==> src/rtl/kim_bus_arbiter.sv <==
// kim_bus_arbiter: shares the KIM-1 system bus between the 6502 CPU and a host
// debug/loader port. A host access stalls the CPU with RDY, borrows the bus for
// one cycle, hands it back and then restores RDY.
// Optional feature: define KIM_ARB_BURST_EN to let a held host_req chain up to
// MAX_BURST accesses under a single stall.
module kim_bus_arbiter #(
  parameter int unsigned MAX_BURST = 4
) (
  input  logic        clk,
  input  logic        reset,
  input  logic [15:0] cpu_ab,
  input  logic [7:0]  cpu_do,
  input  logic        cpu_we,
  output logic        rdy,
  input  logic        host_req,
  input  logic        host_we,
  input  logic [15:0] host_ab,
  input  logic [7:0]  host_wd,
  output logic        host_ack,
  output logic [7:0]  host_rd,
  output logic [15:0] mem_ab,
  output logic [7:0]  mem_do,
  output logic        mem_we,
  input  logic [7:0]  mem_di,
  output logic        busy
);

  if ((MAX_BURST < 1) || (MAX_BURST > 4)) begin : gen_bad_burst
    $error("MAX_BURST must lie in 1..4");
  end

  typedef enum logic [2:0] {
    StIdle,
    StStall,
    StAccess,
    StData,
    StRecover
  } state_e;

  state_e      state_q, state_d;
  logic        rdy_q;
  logic        ack_q;
  logic [7:0]  rd_q, rd_d;
  logic        burst_more;

`ifdef KIM_ARB_BURST_EN
  localparam logic [2:0] BurstLast = 3'(MAX_BURST - 1);

  logic [2:0] burst_q;

  assign burst_more = host_req && (burst_q < BurstLast);

  // Count chained re-accesses inside one grant; cleared once the CPU owns the bus.
  always_ff @(posedge clk or negedge reset) begin
    if (!reset) begin
      burst_q <= '0;
    end else if (state_q == StIdle) begin
      burst_q <= '0;
    end else if ((state_q == StData) && burst_more) begin
      burst_q <= burst_q + 3'd1;
    end
  end
`else
  assign burst_more = 1'b0;
`endif

  // Next-state logic. A grant is never taken while the CPU writes, because the
  // NMOS 6502 ignores RDY on write cycles.
  always_comb begin
    state_d = state_q;
    unique case (state_q)
      StIdle:    if (host_req && !cpu_we) state_d = StStall;
      StStall:   state_d = StAccess;
      StAccess:  state_d = StData;
      StData:    state_d = burst_more ? StAccess : StRecover;
      StRecover: state_d = StIdle;
      default:   state_d = StIdle;
    endcase
  end

  // Read data arrives one cycle after the host address, i.e. in the ack cycle;
  // pass it straight through then and hold it in rd_q until the next read ack.
  always_comb begin
    rd_d = rd_q;
    if ((state_q == StData) && !host_we) rd_d = mem_di;
  end

  // State register plus registered RDY/ack, both decoded from the next state.
  always_ff @(posedge clk or negedge reset) begin
    if (!reset) begin
      state_q <= StIdle;
      rdy_q   <= 1'b1;
      ack_q   <= 1'b0;
      rd_q    <= 8'h00;
    end else begin
      state_q <= state_d;
      rdy_q   <= (state_d == StIdle);
      ack_q   <= (state_d == StData);
      rd_q    <= rd_d;
    end
  end

  // Bus mux: host drives only in the access cycle; the data cycle re-presents
  // the CPU address with writes suppressed.
  always_comb begin
    mem_ab = cpu_ab;
    mem_do = cpu_do;
    mem_we = cpu_we;
    unique case (state_q)
      StAccess: begin
        mem_ab = host_ab;
        mem_do = host_wd;
        mem_we = host_we;
      end
      StData:  mem_we = 1'b0;
      default: ;
    endcase
  end

  assign rdy      = rdy_q;
  assign host_ack = ack_q;
  assign host_rd  = rd_d;
  assign busy     = (state_q != StIdle);

endmodule

==> config.mk <==
export PLATFORM = sky130hd
export DESIGN_NAME = kim_bus_arbiter
export DESIGN_NICKNAME = d
export VERILOG_FILES = /design/src/rtl/kim_bus_arbiter.sv
export SDC_FILE = /design/constraint.sdc
export NUM_CORES = 1
export LEC_CHECK = 0
export CAP_MARGIN = 20
export CORE_MARGIN = 8
export CORE_UTILIZATION = 29
export CTS_CLUSTER_DIAMETER = 50
export DETAILED_ROUTE_END_ITERATION = 10
export HOLD_SLACK_MARGIN = 0.15
export PLACE_DENSITY = 0.92
export SLEW_MARGIN = 20
export SYNTH_ARGS = -nofsm -noshare
export SYNTH_HDL_FRONTEND = slang
export SYNTH_SLANG_ARGS = --single-unit
==> constraint.sdc <==
create_clock -name clk -period 5.61 [get_ports clk]
set_clock_uncertainty 0.1 [all_clocks]
set_input_delay 1.683 -clock clk [delete_from_list [all_inputs] [get_ports clk]]
set_output_delay 1.683 -clock clk [all_outputs]
set_load 0.01 [all_outputs]
==> out/metrics.csv <==
metric;value;unit
largest net degree at the start of global routing;26;
num ports;97;
vias in the first global route;1042;
Setup TNS Final;0;ns
GPL Wtd Cong;0.754;
multi-input logic area;463;sq um
Crit path top cell by count;clkdlybuf4s50_1;
# DRC;0;
Tot GR Track Use;13.6;%
Core Util, Final;67.4;%
Area growth, synth to finish;123;%
hold buffers post-CTS;0;
DRT iter0 DRCs;6;
P per Cell Area;415;nW/um^2
hold crit path type;flop to flop;
synthesized area per cell;13.1;sq um
max incr delay on CP;0.50;ns
Worst EP required;3.83;ns
CTS Buf Count;3;
fin crit share;93.3;%
clk_lat worst skew;0.27;ns
CP startpoint kind;input port;
CP Capture Type;output pin;
share of layout cells above drive strength 1;25.5;%
routed via count;881;
clock buffer depth;2;
Peak VDD IR;0.312;mV
syn_nets;124;
final wirelength;3490;um
initial antenna violation count;0;
Max Slew Vio Count;0;
# clock sinks;13;
max-cap violations;0;
commonest cells after routing, fill and taps aside;clkdlybuf4s50_1 (96), mux2_2 (33), dfrtp_1 (12);
nets@finish;223;
Antenna Nets Post-Route;0;
drt pass-1 iters;3;
Initial Util;30.2;%
Cell Count, Final, Fillers Out;192;
dpl cells;187;
Fill cells;199;
GRT overflow;0;
Resize count post-CTS;0;
cells after synthesis;63;
CTS tree;yes;
Leakage;0.727;nW
worst slew pin tran;0.549;ns
crit-path cells;clkdlybuf4s50_1 -> nor4bb_1 -> buf_4 -> mux2_2 -> clkdlybuf4s50_1;
WL per Instance;18.2;um
Rows;19;
first-pass GRT wire length;5310;um
HPWL after DPL;3040;um
Avg Vias per Cell;4.59;
core area;2730;sq um
die area;4810;sq um
Crit-path slowest cell;clkdlybuf4s50_1;
height of the die;69.4;um
Crit Path Max Fanout;8;
Seq/Total Area, Yosys;39.5;%
clk root buf;clkbuf_4;
worst rel slew slack;63.3;%
CP Class;input port to output pin;
Overall Power;0.766;mW
Setup-failing EPs final;0;
RSZ-0062 raised after global routing;no;
final hold vios;0;
Setup Buffers After CTS;0;
Sequential cell area;327;sq um
Synth Cell Area;826;sq um
FMAX;0.191;GHz
Yosys cell types;16;
synthesized flop and latch total;13;
Syn. warnings;0;
H-tree depth;1;
Die W;69.4;um
Worst EP arrival;3.45;ns
crit path time final;5.24;ns
Buffers on Ports;96;
Clock Pin Slew Worst Setup and Hold Paths;0.08;ns
Diodes inserted;0;
most common cell after layout, fill and taps aside;clkdlybuf4s50_1;
outcome;finished, final reports clean;
==> critical path, delay by kind of cell <==
kind	cells	cell delay, ns
muxes	1	0.36
and+or+nand+nor	1	0.28
buffers and inverters	3	1.14
==> path summary, 6_finish.rpt <==
path | start | endpoint | slack, ns | cells after the start
worst max-delay path | host_we | host_rd[4] | 0.37 | 5
worst min-delay path | rd_q[2] | rd_q[2] | 0.40 | 1
worst max register to register | state_q[2] | rd_q[1] | 4.02 | 3
worst min register to register | rd_q[2] | rd_q[2] | 0.40 | 1
max in group asynchronous | reset | rdy | 3.37 | 1
min in group asynchronous | reset | rd_q[0] | 1.66 | 1
==> synthesized netlist by cell type, drive strengths merged <==
cell type | n | share of area, %
a211oi | 1 | 0.91
nor4bb | 1 | 1.2
nor2 | 2 | 0.91
xnor2 | 1 | 1.1
nor2b | 2 | 1.5
nor3b | 1 | 2.3
nand2b | 1 | 0.76
buf | 4 | 3.9
dfrtp | 12 | 36
or3 | 1 | 0.76
a21o | 1 | 0.91
mux2 | 33 | 45
and2 | 1 | 0.76
inv | 1 | 0.45
dfstp | 1 | 3.2
==> final cells by class <==
class / instances / area share (%)
multi-input cells: 45 / 25.1
well taps: 31 / 2.10
clock buffers: 3 / 1.22
inverters: 1 / 0.204
repair buffers: 98 / 53.4
flip-flops and latches: 13 / 17.7
clock inverters: 1 / 0.272
==> registers in the layout, indices dropped and copies added, names as in the netlist <==
register	flops
state_q	3
rd_q	8
host_ack	1
rdy	1
==> cells by family after synthesis <==
family                 synth area share (%)
multiplexers                           45.0
flip-flops                             39.5
AND/OR/NAND/NOR                        8.18
buffers and inverters                  4.39
AO/OA/AOI/OAI                          1.82
XOR/XNOR                               1.06
==> report_power, final <==
group	internal [mW]	switching, mW
registers	0.141	0.0291
clock network	0.0264	0.0287
logic	0.344	0.197
total	0.511	0.255
==> per-stage QoR <==
| step | instance area (sq um) | setup slack, ns | hold WS (ns) |
|---|---|---|---|
| 2_1_floorplan | 826 | 1.33 | 0.413 |
| 3_3_place_gp | 1800 | 0.410 | 0.383 |
| 3_5_place_dp | 1800 | 0.355 | 0.388 |
| 4_1_cts | 1830 | 0.353 | 0.408 |
| 5_1_grt | 1840 | 0.316 | 0.417 |
| 6_report | 1840 | 0.373 | 0.404 |
==> layer usage <==
layer  up-vias  wire length, um  track usage [%]
li1        424                -                -
met1       403             1250             13.3
met2        50             1870             25.4
met3         4              330             5.58
met4         0               36             3.64
met5         -                0                0
Power figures use the tool's default switching activity.
